[src/rtl/shift_input_conditioner_pkg.sv]
// Shared widths, command type and default debounce length for the shift input conditioner.
package shift_cond_pkg;

  localparam int unsigned NUM_W            = 16;
  localparam int unsigned AMT_W            = 4;
  localparam int unsigned IN_W             = NUM_W + 1 + AMT_W;
  localparam int unsigned DEBOUNCE_DEFAULT = 1000000;

  typedef struct packed {
    logic [NUM_W-1:0] num;
    logic [AMT_W-1:0] amt;
    logic             lr;
  } shift_cmd_t;

endpackage

[src/rtl/shift_input_conditioner_if.sv]
// Board-pin side and shifter side of the input conditioner, bundled as one interface.
interface shift_input_conditioner_if;
  import shift_cond_pkg::*;

  logic [NUM_W-1:0] sw_raw;
  logic             lr_raw;
  logic [AMT_W-1:0] btn_raw;
  logic [NUM_W-1:0] num;
  logic [AMT_W-1:0] amt;
  logic             lr;
  logic             cmd_valid;

  modport master (
    output sw_raw, lr_raw, btn_raw,
    input  num, amt, lr, cmd_valid
  );

  modport slave (
    input  sw_raw, lr_raw, btn_raw,
    output num, amt, lr, cmd_valid
  );

endinterface

[src/rtl/shift_input_conditioner_debounce_bit.sv]
// One input bit: 2-flop synchronizer followed by a consecutive-stable-cycles debouncer.
module debounce_bit
  import shift_cond_pkg::*;
#(
  parameter int unsigned DEBOUNCE_CYCLES = DEBOUNCE_DEFAULT
) (
  input  logic clk,
  input  logic n_rst,
  input  logic din,
  output logic dout,
  output logic changed
);

  localparam int unsigned     CNT_W   = $clog2(DEBOUNCE_CYCLES);
  localparam logic [CNT_W-1:0] CNT_MAX = CNT_W'(DEBOUNCE_CYCLES - 1);

  logic             s1;
  logic             s2;
  logic             stable;
  logic [CNT_W-1:0] cnt;

  // High exactly when stable is about to toggle on the coming edge.
  assign changed = (s2 != stable) && (cnt == CNT_MAX);
  assign dout    = stable;

  always_ff @(posedge clk or negedge n_rst) begin
    if (!n_rst) begin
      s1     <= 1'b0;
      s2     <= 1'b0;
      stable <= 1'b0;
      cnt    <= '0;
    end else begin
      s1 <= din;
      s2 <= s1;
      if (s2 == stable) begin
        cnt <= '0;
      end else if (cnt == CNT_MAX) begin
        stable <= s2;
        cnt    <= '0;
      end else begin
        cnt <= cnt + 1'b1;
      end
    end
  end

endmodule

[src/rtl/shift_input_conditioner.sv]
// Synchronizes/debounces {sw, lr, btn} into a clean shift command plus a change pulse.
// Define SHIFT_COND_SW_DEBOUNCE_EN to debounce the switches too; otherwise they are sync-only.
module shift_input_conditioner
  import shift_cond_pkg::*;
#(
  parameter int unsigned DEBOUNCE_CYCLES = DEBOUNCE_DEFAULT
) (
  input logic                      clk,
  input logic                      n_rst,
  shift_input_conditioner_if.slave bus
);

  localparam int SW_LSB = int'(AMT_W) + 1;

  logic [IN_W-1:0] raw;
  logic [IN_W-1:0] clean;
  logic [IN_W-1:0] chg;
  shift_cmd_t      cmd;

  assign raw = {bus.sw_raw, bus.lr_raw, bus.btn_raw};

  for (genvar i = 0; i < int'(IN_W); i++) begin : g_bit
`ifndef SHIFT_COND_SW_DEBOUNCE_EN
    if (i >= SW_LSB) begin : g_sync
      // Switch bits: synchronizer plus one output flop, no debounce counter.
      logic s1;
      logic s2;
      logic q;

      always_ff @(posedge clk or negedge n_rst) begin
        if (!n_rst) begin
          s1 <= 1'b0;
          s2 <= 1'b0;
          q  <= 1'b0;
        end else begin
          s1 <= raw[i];
          s2 <= s1;
          q  <= s2;
        end
      end

      assign clean[i] = q;
      assign chg[i]   = (s2 != q);
    end else begin : g_deb
      debounce_bit #(
        .DEBOUNCE_CYCLES(DEBOUNCE_CYCLES)
      ) u_deb (
        .clk    (clk),
        .n_rst  (n_rst),
        .din    (raw[i]),
        .dout   (clean[i]),
        .changed(chg[i])
      );
    end
`else
    debounce_bit #(
      .DEBOUNCE_CYCLES(DEBOUNCE_CYCLES)
    ) u_deb (
      .clk    (clk),
      .n_rst  (n_rst),
      .din    (raw[i]),
      .dout   (clean[i]),
      .changed(chg[i])
    );
`endif
  end

  assign cmd = {clean[IN_W-1 -: NUM_W], clean[AMT_W-1:0], clean[AMT_W]};

  assign bus.num = cmd.num;
  assign bus.amt = cmd.amt;
  assign bus.lr  = cmd.lr;

  always_ff @(posedge clk or negedge n_rst) begin
    if (!n_rst) begin
      bus.cmd_valid <= 1'b0;
    end else begin
      bus.cmd_valid <= |chg;
    end
  end

endmodule

[src/flat_wrapper.sv]
// flat-port wrapper written by rule: the top's interface ports become plain ports
module shift_input_conditioner_flat import shift_cond_pkg::*;
#(
  parameter int unsigned DEBOUNCE_CYCLES = DEBOUNCE_DEFAULT
)
  (clk, n_rst, bus_sw_raw, bus_lr_raw, bus_btn_raw, bus_num, bus_amt, bus_lr, bus_cmd_valid);
  shift_input_conditioner_if bus_i ();
  input logic clk;
  input logic n_rst;
  input wire logic [$bits(bus_i.sw_raw)-1:0] bus_sw_raw;
  input wire logic [$bits(bus_i.lr_raw)-1:0] bus_lr_raw;
  input wire logic [$bits(bus_i.btn_raw)-1:0] bus_btn_raw;
  output wire logic [$bits(bus_i.num)-1:0] bus_num;
  output wire logic [$bits(bus_i.amt)-1:0] bus_amt;
  output wire logic [$bits(bus_i.lr)-1:0] bus_lr;
  output wire logic [$bits(bus_i.cmd_valid)-1:0] bus_cmd_valid;
  assign bus_i.sw_raw = bus_sw_raw;
  assign bus_i.lr_raw = bus_lr_raw;
  assign bus_i.btn_raw = bus_btn_raw;
  assign bus_num = bus_i.num;
  assign bus_amt = bus_i.amt;
  assign bus_lr = bus_i.lr;
  assign bus_cmd_valid = bus_i.cmd_valid;
  shift_input_conditioner #(.DEBOUNCE_CYCLES(DEBOUNCE_CYCLES)) u_core (.clk(clk), .n_rst(n_rst), .bus(bus_i));
endmodule
[config.mk]
export PLATFORM = sky130hd
export DESIGN_NAME = shift_input_conditioner_flat
export DESIGN_NICKNAME = d
export VERILOG_FILES = /design/src/rtl/shift_input_conditioner_pkg.sv /design/src/rtl/shift_input_conditioner_if.sv /design/src/rtl/shift_input_conditioner_debounce_bit.sv /design/src/rtl/shift_input_conditioner.sv /design/src/flat_wrapper.sv
export SDC_FILE = /design/constraint.sdc
export NUM_CORES = 1
export LEC_CHECK = 0
export ABC_AREA = 1
export CAP_MARGIN = 30
export CELL_PAD_IN_SITES_DETAIL_PLACEMENT = 0
export CELL_PAD_IN_SITES_GLOBAL_PLACEMENT = 1
export CORE_ASPECT_RATIO = 0.8
export CORE_MARGIN = 4
export CORE_UTILIZATION = 48
export CTS_CLUSTER_DIAMETER = 30
export DETAILED_ROUTE_END_ITERATION = 6
export DONT_BUFFER_PORTS = 1
export HOLD_SLACK_MARGIN = 0.03
export PLACE_DENSITY_LB_ADDON = 0.3
export SYNTH_ARGS = -nofsm -noshare
export SYNTH_HDL_FRONTEND = slang
export SYNTH_SLANG_ARGS = --single-unit
export TNS_END_PERCENT = 20
[constraint.sdc]
create_clock -name clk -period 1.9 [get_ports clk]
set_input_delay 0.38 -clock clk [delete_from_list [all_inputs] [get_ports clk]]
set_output_delay 0.38 -clock clk [all_outputs]
set_load 0.05 [all_outputs]
* Word-level counts from Yosys, hierarchy flattened
Cells that the tools add are included.
W data, S select, Z words.
** Cells by class
- Add/sub/neg operators :: 5
- $mul :: 0
- Divide/modulo/power cells :: 0
- Magnitude comparators :: 0
- Equality and inequality tests :: 31
- Shifts and indexed selects :: 0
- Muxes and demuxes :: 10
- Bitwise operators :: 5
- Reduce and logical (&&, ||, !) cells :: 11
** Operators by type and width (count)
- $mux W20 :: 10
- $add A20 B1 Y20 const B :: 5
- $eq A20 B20 Y1 const B :: 5
- $ne A1 B1 Y1 :: 21
- $reduce_or A21 Y1 :: 1
- $reduce_and A2 Y1 :: 5
- $eq A1 B1 Y1 :: 5
- $logic_and A1 B1 Y1 :: 5
- $not A1 Y1 :: 5
** Word-level totals
- Register bits :: 164
- Bits in latches :: 0
- Bits in writable memories :: 0
- ROM bits :: 0
- Input port bits :: 23
- Output and inout bits :: 22
- Word-level logic and storage cells :: 131
- Memories :: 0

* Depth between registers and ports, before layout
- Word-level depth :: 3
- Depth in mapped cells :: 10
- Gate-level depth less buffers :: 10

* Cells and area by module
A second synthesis with hierarchy kept.
** Second synthesis, totals
- Cells, all modules :: 930
- Area total of the unflattened synthesis :: 8122.8 µm²
** By module, submodules not included
- debounce_bit :: instances 5, cells an instance 157, area each 1290.0 µm², seq. area each 575.6 µm²
- shift_input_conditioner :: instances 1, cells an instance 145, area each 1672.9 µm², seq. area each 1226.2 µm²

* Least setup slack after synthesis
OpenSTA, ideal clock, no wires.
- Path type :: register -> register
- From :: reg u_core.g_bit[4].g_deb.u_deb.stable
- To :: reg u_core.g_bit[4].g_deb.u_deb.cnt[13]
- Library setup time :: 0.086 ns
- Data arrival time :: 1.266 ns
- Data required time :: 1.814 ns
- Slack :: 0.548 ns
- Cell stages (with the launch flop) :: 5
- Buffers on the path :: 1
- Clock period less this slack :: 1.352 ns
- Cells stage by stage :: dfrtp_1 -> xor2_1 -> nand2_1 -> buf_6 -> nor3_1
** Between the ends
- Longest elaborated chain between the ends :: 2
** RTL lines
- start: declaration :: RTL line shift_input_conditioner_debounce_bit.sv:19 : logic stable;
- start signal: assignment :: RTL line shift_input_conditioner_debounce_bit.sv:30 : stable <= 1'b0;
- start signal: assignment :: RTL line shift_input_conditioner_debounce_bit.sv:38 : stable <= s2;
- $eq A1 B1 Y1 :: RTL line shift_input_conditioner_debounce_bit.sv:35 : if (s2 == stable) begin
- $mux W20 :: RTL line shift_input_conditioner_debounce_bit.sv:35
- end signal: assignment :: RTL line shift_input_conditioner_debounce_bit.sv:41 : cnt <= cnt + 1'b1;
- end: declaration :: RTL line shift_input_conditioner_debounce_bit.sv:20 : logic [CNT_W-1:0] cnt;
No other way between the ends.
A chain may end at the register's enable or synchronous reset.

* Worst setup path after layout
- From :: reg u_core.g_bit[4].g_deb.u_deb.cnt[0]
- To :: reg u_core.g_bit[4].g_deb.u_deb.cnt[14]
** Between the ends
- Longest elaborated chain between the ends :: 3
- Elaborated cells on any way between the ends :: 4
- Classes of those cells :: 1 x add/sub; 1 x eq/ne; 2 x mux
** RTL lines
- $add A20 B1 Y20 / $eq A20 B20 Y1 (equally long branches) :: RTL line shift_input_conditioner_debounce_bit.sv:41, shift_input_conditioner_debounce_bit.sv:37
- $mux W20 (*) :: RTL line shift_input_conditioner_debounce_bit.sv:37 : end else if (cnt == CNT_MAX) begin
- $mux W20 (*) :: RTL line shift_input_conditioner_debounce_bit.sv:35
Mark *: on every way between the ends. The rest lies on a longest branch, timed or not.

==> results.sh <==
export IMPL_status="finished, violations left"
export IMPL_violations="hold timing"
export IMPL_cts_tree="yes"
export IMPL_p_per_area_nw_per_um2=792
export IMPL_cts_buffer_depth=2
export IMPL_grt_max_degree=165
export IMPL_layout_drive_gt1_share=0.136
export IMPL_drt_wl_total_um=15300
export IMPL_clock_sinks=164
export IMPL_r2r_start="u_core.g_bit[4].g_deb.u_deb.cnt[0]"
export IMPL_p_sw_frac=0.246
export IMPL_synth_xor_xnor_area_share=0.0559
export IMPL_crit_start="u_core.g_bit[4].g_deb.u_deb.cnt[0]"
export IMPL_r2r_cells=7
export IMPL_firstDrtPassIters=5
export IMPL_postRouteAntennaNets=0
export IMPL_yosysTopAreaCell="dfrtp_1"
export IMPL_die_h_um=124
export IMPL_finalSetupViolations=0
export IMPL_switchingPower_mw=1.76
export IMPL_synth_top_family_by_area="simple AND/OR/NAND/NOR gates"
export IMPL_r2r_end="u_core.g_bit[4].g_deb.u_deb.cnt[14]"
export IMPL_start_util=0.499
export IMPL_synth_cell_types=29
export IMPL_cts_htree_levels=4
export IMPL_die_w_um=152
export IMPL_diodes=0
export IMPL_dr_first_iter_drc_count=409
export IMPL_pwr_share_clk=0.455
export IMPL_clock_skew_ns=0.00932
export IMPL_worstPathRequired_ns=2.22
export IMPL_grt_antenna_before_repair=0
export IMPL_fp_row_count=41
export IMPL_period_share=0.883
export IMPL_power_frac_comb=0.039
export IMPL_io_pins=45
export IMPL_synthMuxAreaShare=0
export IMPL_grt_usage=0.176
export IMPL_dieArea_um2=18800
export IMPL_leakage_nw=4.11
export IMPL_max_freq_ghz=0.596
export IMPL_core_um2=16100
export IMPL_dp_hpwl_um=11100
export IMPL_multi_input_area_um2=3250
export IMPL_slew_headroom=0.665
export IMPL_io_buffers=0
export IMPL_synthSimpleGateAreaFrac=0.321
export IMPL_tightest_slew_ns=0.503
export IMPL_cts_setup_buffers=0
export IMPL_syn_area_per_cell_um2=8.30
export IMPL_cts_buffers=17
export IMPL_fin_setup_tns_ns=0
export IMPL_filler_cell_count=1455
export IMPL_place_inst=1181
export IMPL_drv_cap=0
export IMPL_instances_no_fill=1234
export IMPL_peakVddDrop_uv=591
export IMPL_post_drt_wl_per_cell_um=12.4
export IMPL_crit_fanout=8
export IMPL_p_int_mw=5.41
export IMPL_drv_slew=0
export IMPL_seq_area_um2=4100
export IMPL_synth_top_cell_area_share=0.513
export IMPL_avgViaCountPerCell=4.73
export IMPL_netlist_area_um2=8010
export IMPL_place_congestion=0.848
export IMPL_ys_top_cells_by_area="dfrtp_1 51%, nor2_1 10%, nand2_1 8.6%"
export IMPL_synth_compound_area_frac=0.0203
export IMPL_cts_hold_buf=21
export IMPL_hp_class="input pin to async pin"
export IMPL_grt_pass1_wl_um=26900
export IMPL_synthAdderAreaFrac=0.00781
export IMPL_route_detailed_drc=0
export IMPL_hold_viol=164
export IMPL_seqPwrFrac=0.506
export IMPL_finalCriticalPeriod_ns=1.68
export IMPL_syn_num_nets=993
export IMPL_cp_end_kind="flop"
export IMPL_grt_overflow=0
export IMPL_clockRootBuffer="clkbuf_16"
export IMPL_finalNetCount=1034
export IMPL_startpoint_type="flop"
export IMPL_worstPathArrival_ns=1.99
export IMPL_rsz0062_at_grt="no"
export IMPL_cts_resized=0
export IMPL_synth_seq_area_share=0.513
export IMPL_crit_end="u_core.g_bit[4].g_deb.u_deb.cnt[14]"
export IMPL_reg2reg_slack_ns=0.22
export IMPL_worstSetupPathType="flop to flop"
export IMPL_vias=5831
export IMPL_grt_pass1_vias=5588
export IMPL_clkTransAtPathRegs_ns=0.07
export IMPL_syn_instance_count=965
export IMPL_whs_ns=-0.362
export IMPL_ys_ff_latch=164
export IMPL_clk_latency_ns=0.43
export IMPL_syn_to_final_growth_pct=13.1
export IMPL_ys_warn_count=0
==> per-layer routing <==
metal  vias to the layer above  GRT usage  part of all wire
met2                        74      0.258              0.42
met5                         -          0                 0
met4                         0     0.0539             0.011
met3                        12     0.0399             0.031
met1                      2687      0.262              0.54
li1                       3058          -                 -
==> synth_stat cells, drive strengths merged <==
cell      n
ha        5
o21bai    2
nor2    244
a21oi    12
nor3b     6
and2      1
o21ai    13
nor3     42
inv     125
a31oi     3
nand3    48
nand3b    1
xnor2    11
buf      25
nand4    21
xor2     38
dfrtp   164
nand2   204
==> worst max-delay path: stages (launching register included) <==
cell,delay [ns]
dfrtp_1,0.37
ha_1,0.18
nand2_1,0.12
nor2_1,0.24
nand3_2,0.13
nand2_1,0.27
buf_4,0.20
nor3_1,0.05
==> registers in the layout (all words and copies together), names as in the netlist <==
name                           cells
u_core.bus.cmd_valid               1
u_core.g_bit.g_deb.u_deb.s2        5
u_core.g_bit.g_deb.u_deb.s1        5
u_core.g_bit.g_deb.u_deb.cnt     100
u_core.g_bit.g_sync.s1            16
u_core.g_bit.g_sync.s2            16
u_core.g_bit.g_sync.q             16
u_core.g_bit.g_deb.u_deb.dout      5
==> cells by family (layout without fill, tap and decap cells) <==
| family | after synthesis | in the layout |
|---|---|---|
| simple gates | 567 | 567 |
| flops | 164 | 164 |
| buf+inv | 150 | 204 |
| xor+xnor | 49 | 49 |
| compound gates | 30 | 30 |
| fa+ha+maj | 5 | 5 |
==> power by group through the flow <==
| stage | logic, mW | clock network [mW] | registers, mW |
|---|---|---|---|
| after floorplan | 0.212 | 0 | 3.69 |
| after detailed placement | 0.246 | 0 | 3.70 |
| final | 0.278 | 3.26 | 3.63 |
| after CTS | 0.282 | 3.35 | 3.63 |
| after global placement | 0.247 | 0 | 3.70 |
| after global routing | 0.311 | 3.52 | 3.64 |
==> how the worst min path moves through the flow <==
stage | slack (ns) | startpoint | endpoint | cells past startpoint
finish | -0.36 | n_rst | u_core.g_bit[3].g_deb.u_deb.cnt[1] | 0
global route | -0.39 | n_rst | u_core.g_bit[3].g_deb.u_deb.cnt[1] | 0
CTS | -0.38 | n_rst | u_core.g_bit[3].g_deb.u_deb.cnt[1] | 0
detailed placement | 0.09 | n_rst | u_core.g_bit[3].g_deb.u_deb.cnt[1] | 0
global placement | 0.09 | n_rst | u_core.g_bit[3].g_deb.u_deb.cnt[1] | 0
floorplan | 0.08 | n_rst | u_core.bus.cmd_valid | 0
==> stage by stage <==
step / setup slack (ns) / hold WS [ns] / cell area (µm²) / power (mW) / utilization
after floorplan: 0.548 / 0.0844 / 8010 / 3.90 / -
after global placement: 0.276 / 0.0884 / 8280 / 3.94 / 0.516
after detailed placement: 0.198 / 0.0878 / 8280 / 3.95 / 0.516
after CTS: 0.189 / -0.379 / 9060 / 7.27 / 0.564
after global routing: 0.0540 / -0.389 / 9060 / 7.47 / 0.564
final: 0.222 / -0.362 / 9060 / 7.18 / 0.564
==> placed cells by master, fill, tap and decap left out, drive strengths merged <==
| cell | count |
|---|---|
| dlygate4sd3 | 21 |
| nor3 | 42 |
| a31oi | 3 |
| o21bai | 2 |
| nand3b | 1 |
| inv | 133 |
| o21ai | 13 |
| and2 | 1 |
| xor2 | 38 |
| clkinvlp | 2 |
| clkbuf | 17 |
| nand2 | 204 |
| xnor2 | 11 |
| clkinv | 5 |
| nand4 | 21 |
| nand3 | 48 |
| buf | 26 |
| nor3b | 6 |
| ha | 5 |
| dfrtp | 164 |
| a21oi | 12 |
| nor2 | 244 |
==> final cells by class <==
| cell class | instances | area share |
|---|---|---|
| Tap cell | 215 | 0.0297 |
| Clock buffer | 17 | 0.0470 |
| Timing Repair Buffer | 47 | 0.0448 |
| Inverter | 125 | 0.0518 |
| Clock inverter | 15 | 0.0155 |
| Sequential cell | 164 | 0.453 |
| Multi-Input combinational cell | 651 | 0.358 |
Power figures use the tool's default switching activity.
